`src/rtl/curl_trit_loader.sv`:
```
// curl_trit_loader: packs a one-trit-per-byte memory stream into core words and
// loads them into a curl core block by block. Define CURL_TRIT_LOADER_CHECK_EN to scrub invalid trits.
module curl_trit_loader #(
  parameter int MEM_DATA_WIDTH  = 128,
  parameter int TRITS_PER_WORD  = 27,
  parameter int WORDS_PER_BLOCK = 9,
  parameter int LEN_WIDTH       = 16
) (
  input  logic                          i_clk,
  input  logic                          i_rst,
  input  logic                          i_start,
  input  logic [LEN_WIDTH-1:0]          i_len,
  output logic                          o_busy,
  output logic                          o_done,
  output logic                          o_err,
  input  logic [MEM_DATA_WIDTH-1:0]     i_mem_data,
  input  logic                          i_mem_valid,
  output logic                          o_mem_ready,
  output logic [2*TRITS_PER_WORD-1:0]   o_curl_data,
  output logic [$clog2((WORDS_PER_BLOCK > 1) ? WORDS_PER_BLOCK : 2)-1:0] o_curl_addr,
  output logic                          o_curl_we,
  output logic                          o_curl_block_last,
  input  logic                          i_curl_ready
);

  localparam int BYTES  = MEM_DATA_WIDTH / 8;
  localparam int LANE_W = $clog2((BYTES > 1) ? BYTES : 2);
  localparam int TRIT_W = $clog2((TRITS_PER_WORD > 1) ? TRITS_PER_WORD : 2);
  localparam int ADDR_W = $clog2((WORDS_PER_BLOCK > 1) ? WORDS_PER_BLOCK : 2);
  localparam int WORD_W = 2 * TRITS_PER_WORD;

  typedef enum logic [1:0] {
    IDLE,
    WAIT_CORE,
    FILL,
    WRITE
  } state_e;

  state_e               state_q, state_d;
  logic [LEN_WIDTH-1:0] rem_q, rem_d;
  logic [LANE_W-1:0]    lane_q, lane_d;
  logic [TRIT_W-1:0]    trit_q, trit_d;
  logic [ADDR_W-1:0]    addr_q, addr_d;
  logic [WORD_W-1:0]    pack_q, pack_d;
  logic [WORD_W-1:0]    out_q, out_d;
  logic                 done_q, done_d;
`ifdef CURL_TRIT_LOADER_CHECK_EN
  logic                 err_q, err_d;
`endif

  logic       have_trits;
  logic       last_lane;
  logic       take;
  logic [1:0] lane_trit;
  logic [1:0] trit_val;
  logic       mem_unused;

  // Only the low two bits of each byte lane carry a trit.
  assign mem_unused = ^i_mem_data;

  always_comb begin
    state_d     = state_q;
    rem_d       = rem_q;
    lane_d      = lane_q;
    trit_d      = trit_q;
    addr_d      = addr_q;
    pack_d      = pack_q;
    out_d       = out_q;
    done_d      = 1'b0;
    o_mem_ready = 1'b0;
    take        = 1'b0;
    trit_val    = 2'b00;
`ifdef CURL_TRIT_LOADER_CHECK_EN
    err_d       = err_q;
`endif
    lane_trit   = i_mem_data[{lane_q, 3'b000} +: 2];
    have_trits  = (rem_q != '0);
    // The head word is popped after its top lane or after the message's final trit.
    last_lane   = (lane_q == LANE_W'(BYTES - 1)) || (rem_q == LEN_WIDTH'(1));

    case (state_q)
      IDLE: begin
        if (i_start) begin
          rem_d   = i_len;
          lane_d  = '0;
          trit_d  = '0;
          addr_d  = '0;
`ifdef CURL_TRIT_LOADER_CHECK_EN
          err_d   = 1'b0;
`endif
          state_d = WAIT_CORE;
        end
      end
      WAIT_CORE: begin
        if (i_curl_ready) state_d = FILL;
      end
      FILL: begin
        if (have_trits) begin
          take = i_mem_valid;
          if (i_mem_valid) begin
            trit_val = lane_trit;
`ifdef CURL_TRIT_LOADER_CHECK_EN
            if (lane_trit == 2'b10) begin
              trit_val = 2'b00;
              err_d    = 1'b1;
            end
`endif
            rem_d       = rem_q - LEN_WIDTH'(1);
            lane_d      = last_lane ? '0 : lane_q + LANE_W'(1);
            o_mem_ready = last_lane;
          end
        end else begin
          take = 1'b1;
        end
        if (take) begin
          pack_d[{trit_q, 1'b0} +: 2] = trit_val;
          if (trit_q == TRIT_W'(TRITS_PER_WORD - 1)) begin
            trit_d  = '0;
            out_d   = pack_d;
            state_d = WRITE;
          end else begin
            trit_d = trit_q + TRIT_W'(1);
          end
        end
      end
      WRITE: begin
        if (addr_q == ADDR_W'(WORDS_PER_BLOCK - 1)) begin
          addr_d = '0;
          if (have_trits) begin
            state_d = WAIT_CORE;
          end else begin
            state_d = IDLE;
            done_d  = 1'b1;
          end
        end else begin
          addr_d  = addr_q + ADDR_W'(1);
          state_d = FILL;
        end
      end
      default: state_d = IDLE;
    endcase
  end

  always_ff @(posedge i_clk) begin
    if (i_rst) begin
      state_q <= IDLE;
      rem_q   <= '0;
      lane_q  <= '0;
      trit_q  <= '0;
      addr_q  <= '0;
      pack_q  <= '0;
      out_q   <= '0;
      done_q  <= 1'b0;
`ifdef CURL_TRIT_LOADER_CHECK_EN
      err_q   <= 1'b0;
`endif
    end else begin
      state_q <= state_d;
      rem_q   <= rem_d;
      lane_q  <= lane_d;
      trit_q  <= trit_d;
      addr_q  <= addr_d;
      pack_q  <= pack_d;
      out_q   <= out_d;
      done_q  <= done_d;
`ifdef CURL_TRIT_LOADER_CHECK_EN
      err_q   <= err_d;
`endif
    end
  end

  assign o_busy            = (state_q != IDLE);
  assign o_done            = done_q;
  assign o_curl_we         = (state_q == WRITE);
  assign o_curl_block_last = (state_q == WRITE) && (addr_q == ADDR_W'(WORDS_PER_BLOCK - 1));
  assign o_curl_addr       = addr_q;
  assign o_curl_data       = out_q;
`ifdef CURL_TRIT_LOADER_CHECK_EN
  assign o_err             = err_q;
`else
  assign o_err             = 1'b0;
`endif

endmodule
```
`config.mk`:
```
export PLATFORM = sky130hd
export DESIGN_NAME = curl_trit_loader
export DESIGN_NICKNAME = d
export VERILOG_FILES = /design/src/rtl/curl_trit_loader.sv
export SDC_FILE = /design/constraint.sdc
export NUM_CORES = 1
export LEC_CHECK = 0
export CELL_PAD_IN_SITES_DETAIL_PLACEMENT = 1
export CELL_PAD_IN_SITES_GLOBAL_PLACEMENT = 1
export CORE_ASPECT_RATIO = 0.5
export CORE_UTILIZATION = 30
export CTS_BUF_LIST = sky130_fd_sc_hd__clkbuf_8
export CTS_CLUSTER_SIZE = 40
export DETAILED_ROUTE_END_ITERATION = 12
export PLACE_DENSITY = 0.68
export SLEW_MARGIN = 20
export SYNTH_ARGS = -nofsm -noshare
export SYNTH_HDL_FRONTEND = slang
export SYNTH_SLANG_ARGS = --single-unit
```
`constraint.sdc`:
```
create_clock -name i_clk -period 3.36 [get_ports i_clk]
set_input_delay 0.504 -clock i_clk [delete_from_list [all_inputs] [get_ports i_clk]]
set_output_delay 0.504 -clock i_clk [all_outputs]
set_load 0.01 [all_outputs]
```
### Word level (Yosys, flattened, before mapping)

Cells that the tools add are included.
W data, S select, Z words.

| storage, ports and cells | value |
|---|---|
| memories | 0 |
| word-level logic and storage cells | 77 |
| register bits | 140 |
| memory bits (read-only) | 0 |
| output and inout bits | 64 |
| latch bits | 0 |
| RAM bits | 0 |

| operators by class | value |
|---|---|
| muxes and demuxes | 32 |
| bitwise operators | 2 |
| magnitude comparators | 0 |
| $mul | 0 |
| shift operators | 3 |
| div/mod/pow operators | 0 |
| add/subtract/negate cells | 5 |
| reduce and logical (&&, ||, !) cells | 14 |
| equality and inequality tests | 13 |

Operators with widths:

| cell | count |
|---|---|
| $shiftx A128 B8 Y2 | 1 |
| $bwmux W54 | 1 |
| $shift A2 B8 Y54 const A | 1 |
| $shiftx A2 B8 Y54 | 1 |
| $mux W16 | 3 |
| $pmux W16 S2 | 1 |
| $mux W4 | 5 |
| $eq A16 B1 Y1 const B | 1 |
| $mux W2 | 8 |
| $pmux W4 S2 | 2 |
| $reduce_bool A16 Y1 | 1 |
| $sub A16 B1 Y16 const B | 1 |
| $mux W5 | 3 |
| $ne A2 B2 Y1 const B | 6 |
| $pmux W5 S2 | 1 |
| $add A4 B1 Y4 const B | 2 |
| $eq A4 B4 Y1 const B | 2 |
| $neg A6 Y8 | 1 |
| $pmux W2 S4 | 1 |
| $reduce_and A4 Y1 | 2 |
| $mux W1 | 7 |
| $reduce_and A3 Y1 | 2 |
| $reduce_bool A2 Y1 | 3 |
| $add A5 B1 Y5 const B | 1 |
| 9 further kinds | 12 |

### Longest topological paths before layout

| logic depth | value |
|---|---|
| depth after elaboration | 6 |
| mapped depth | 9 |

### Worst setup path after synthesis

No wires, ideal clock.

| timing path | value |
|---|---|
| path kind | register to register |
| start point | register trit_q[0] |
| end point | register out_q[49] (netlist: o_curl_data[49]) |
| data arrival time | 2.269 ns |
| stages on the path, launching flop included | 9 |
| slack | 0.959 ns |
| library setup time | 0.132 ns |
| data required time | 3.228 ns |
| clock period less this slack | 2.401 ns |
| cells stage by stage | dfxtp_1 > clkbuf_1 > inv_1 > ha_1 > nor2_1 > nand2_1 > or2_2 > a221oi_1 > nor3_1 |

| between the ends | value |
|---|---|
| word-level cells in the longest chain between the ends | 3 |
| elaborated cells on any way between the ends | 6 |
| those cells by class | add/sub: 1; eq/ne: 1; shift: 2; mux: 1; reduce/logical: 1 |

RTL lines:

| element | RTL line | text |
|---|---|---|
| from (decl) | 42 | `logic [TRIT_W-1:0] trit_q, trit_d;` |
| from (signal assigned) | 161 | `trit_q <= trit_d;` |
| $neg A6 Y8 | 116 | `pack_d[{trit_q, 1'b0} +: 2] = trit_val;` |
| $shiftx A2 B8 Y54 / $shift A2 B8 Y54 (equally long branches) | 116 |  |
| $bwmux W54 | 116 |  |
| to (signal assigned) | 164 | `out_q <= out_d;` |
| to (decl) | 45 | `logic [WORD_W-1:0] out_q, out_d;` |

Several ways; a longest one is shown, not always the timed one.
A chain may end at the register's enable or synchronous reset.

### Final worst setup path

| timing path | value |
|---|---|
| start point | register rem_q[8] |
| end point | output o_mem_ready |

| between the ends | value |
|---|---|
| word-level cells in the longest chain between the ends | 5 |
| elaborated cells on any way between the ends | 6 |
| those cells by class | eq/ne: 1; mux: 3; reduce/logical: 2 |

RTL lines:

| element | RTL line | text |
|---|---|---|
| from (decl) | 40 | `logic [LEN_WIDTH-1:0] rem_q, rem_d;` |
| from (signal assigned) | 159 | `rem_q <= rem_d;` |
| $eq A16 B1 Y1 | 79 | `last_lane = (lane_q == LANE_W'(BYTES - 1)) \|\| (rem_q == LEN_WIDTH'(1));` |
| $logic_or A1 B1 Y1 | 79 |  |
| $mux W1 | 100 | `if (i_mem_valid) begin` |
| $mux W1 (*) | 98 | `if (have_trits) begin` |
| $mux W1 (*) | 81 | `case (state_q)` |
| to (decl) | 18 | `output logic o_mem_ready,` |

Mark *: on every way between the ends. The rest lies on a longest branch, timed or not.

==> results.ini <==
[hold_path]
worst_hold_path_type = flop to flop
min_to = o_curl_data[28]
holdCritStartpoint = pack_q[28]
hold_depth = 2

[global_route]
antenna_found_initial = 0
grt_pass1_wl_mm = 36.2
first_global_vias = 6848
overflow = 0
grt_max_degree = 60
grtUsageTotal_pct = 19.3

[cells_and_area]
multi_input_area_um2 = 3820
drive_above_1_share_pct = 10.1
fillers = 2671
diodes = 0
final_area_um2 = 8790
num-nets-final = 1103
area_growth_pct = 27.2
fin_util_pct = 39.8
seq_area_um2 = 2800

[die]
dieWidth_um = 217
io_pins = 213
start_util_pct = 31.3
dieArea_um2 = 23700
dieHeight_um = 109
core.rowCount = 38
core_area_um2 = 22100

[worst_setup_path]
arrival_ns = 2.71
path_class = flop to output port
cp.required_ns = 2.86
rrSetupSlack_ns = 0.60
cp-end-kind = output port
cp_max_fo = 8
r2r_cells = 7
r2r_end = pack_q[12]
r2r_start = trit_q[1]
startpoint_type = flop

[timing]
finalSetupViolations = 0
finalClockSkew_ns = 0.0143
rsz0062_at_grt = no
relSlewSlack_pct = 50.1
post-route-period-util_pct = 95.7
worst_slew_pin_slew_ns = 0.739
finalHoldViolations = 0
timing_max_transition_violations_final = 0
setup_tns_ns = 0
fmax_ghz = 0.311
period_needed_ns = 3.22

[routing]
vias_per_cell = 5.32
wl_mm = 22.2
drtAntennaViolNets = 0
first_pass_iters = 5
drt-initial-drc-count = 428
wl_per_cell_um = 17.7
vias = 6683
drc = 0

[pwr]
vdd_drop_max_v = 0.000217
power_density_nw_per_um2 = 411
power.leakage_nw = 2.96

[job]
drv_cap = 0

[cts]
holdBufCountCts = 0
clock_path_buffers = 2
ctsResizeCount = 0
cts_tree = built
root_buffer = clkbuf_8
clk_latency_ns = 0.45
post-cts-setup-buffer-count = 0
numClockSinks = 140
h-tree-depth = 4
clk_pin_slew_ns = 0.09
cts_made_buffers = 17

[placed_design]
gp_congestion = 0.876
place_area_um2 = 8410
io_buffers = 115
dp_hpwl_mm = 15.8

[yosys]
avgSynthCellArea_um2 = 8.18
ys_warn_count = 0
synth_edf_count = 0
ys_seq_area_share_pct = 40.6
synth_ff_type = dfxtp_1
syn_area_um2 = 6910
synthesis.instances = 845
ys_ff_latch = 140
syn-num-nets = 1004
synth_cell_type_count = 70
async_flop_share_pct = 0

[run_status]
outcome = completed

[logic make-up after synthesis]
| group | share of synthesized area, % |
|---|---|
| mux | 5.79 |
| simple gates | 26.9 |
| buf+inv | 4.38 |
| flops | 40.6 |
| fa+ha+maj | 1.81 |
| other cells | 0.0543 |
| xor+xnor | 0.253 |
| compound gates | 20.2 |
[worst max-delay path, cell delays in order (launching register included)]
cell and delay [ns]:
dfxtp_1 0.40, or4_1 0.67, nor2_1 0.20, nand4_1 0.11
a21boi_0 0.29, clkdlybuf4s50_1 0.61
[cell type report]
type	count	area share [%]
multi-input cells	631	43.4
flip-flops and latches	140	31.9
repair buffers	144	15.7
well taps	300	4.27
clock buffers	20	3.13
clock inverters	11	1.22
inverters	10	0.427
[stage by stage]
stage	cells	worst slack (ns)	power, mW	hold slack, ns
global placement	1225	0.418	2.26	0.441
floorplan	845	0.959	2.08	0.432
global route	1256	0.0348	3.78	0.463
detailed placement	1225	0.442	2.28	0.447
finish	1256	0.143	3.61	0.447
CTS	1256	0.140	3.65	0.449
[cell usage in the layout (no fill, tap or decap), types with 8 or more instances in the layout]
cell and n:
a21oi_1 85, a31oi_1 10, buf_4 29, clkbuf_8 20, clkdlybuf4s50_1 114, dfxtp_1 140
ha_1 10, inv_1 10, mux2i_1 22, mux4_2 8, nand2_1 114, nand2b_1 28
nand3_1 62, nand3b_1 8, nand4_1 17, nor2_1 45, nor2b_1 22, nor3_1 17
nor4_1 10, o21ai_0 60, or2_2 11
[registers in the layout, indices dropped and copies added, names as in the netlist]
signal	cells
o_curl_addr	4
pack_q	54
rem_q	16
trit_q	5
o_done	1
lane_q	4
state_q	2
o_curl_data	54
[synthesized netlist by cell type, types with 2 or more instances]
cell | number | area, um2
a221oi_2 | 2 | 30.0
nor3_1 | 17 | 85.1
nor2b_1 | 22 | 138
or3_1 | 4 | 25.0
or4_1 | 4 | 30.0
a32oi_1 | 2 | 17.5
o21a_1 | 2 | 15.0
a21oi_1 | 85 | 425
a21o_1 | 4 | 30.0
clkbuf_1 | 51 | 191
o211ai_1 | 5 | 37.5
mux2i_1 | 22 | 220
nand3_1 | 63 | 315
nor2_1 | 45 | 169
a41oi_1 | 2 | 17.5
a311oi_1 | 2 | 17.5
buf_2 | 10 | 50.1
a21boi_0 | 2 | 15.0
a31oi_1 | 10 | 62.6
nor4b_1 | 2 | 17.5
dfxtp_1 | 140 | 2800
and3_1 | 4 | 25.0
ha_1 | 10 | 125
nand4_1 | 17 | 106
a22o_1 | 2 | 17.5
nand2b_1 | 28 | 175
nand2_1 | 114 | 428
o21ai_0 | 60 | 300
a22oi_1 | 5 | 37.5
a221oi_1 | 2 | 17.5
nor3b_1 | 3 | 22.5
o22ai_1 | 5 | 31.3
nor4_1 | 10 | 62.6
o31ai_1 | 6 | 45.0
inv_1 | 10 | 37.5
mux4_2 | 8 | 180
o2bb2ai_1 | 6 | 52.6
a211oi_1 | 4 | 30.0
a2bb2oi_1 | 6 | 52.6
or3b_2 | 2 | 17.5
nand3b_1 | 8 | 60.1
or2_2 | 11 | 68.8
[where the power goes]
group	switching [mW]	total [mW]	internal [mW]
Sequential	0.0424	1.73	1.68
Combinational	0.299	0.515	0.216
Clock	0.720	1.37	0.651
Total	1.06	3.61	2.55
[how the worst max path moves through the flow]
| stage | start | endpoint | slack (ns) | cells after the start |
|---|---|---|---|---|
| 3_3_place_gp | i_mem_valid | o_mem_ready | 0.42 | 5 |
| 6_report | rem_q[8] | o_mem_ready | 0.14 | 5 |
| 5_1_grt | rem_q[8] | o_mem_ready | 0.03 | 5 |
| 4_1_cts | rem_q[8] | o_mem_ready | 0.14 | 5 |
| 2_1_floorplan | trit_q[0] | o_curl_data[49] | 0.96 | 8 |
| 3_5_place_dp | i_mem_valid | o_mem_ready | 0.44 | 5 |
[per-layer routing]
metal  track usage, %  part of all wire [%]  wire length [um]
met4             5.63                   1.3               287
met5                0                     0                 0
met3             3.29                   3.6               794
met2             32.1                    47             10500
met1             25.9                    48             10600
(Power assumes the default switching activity.)
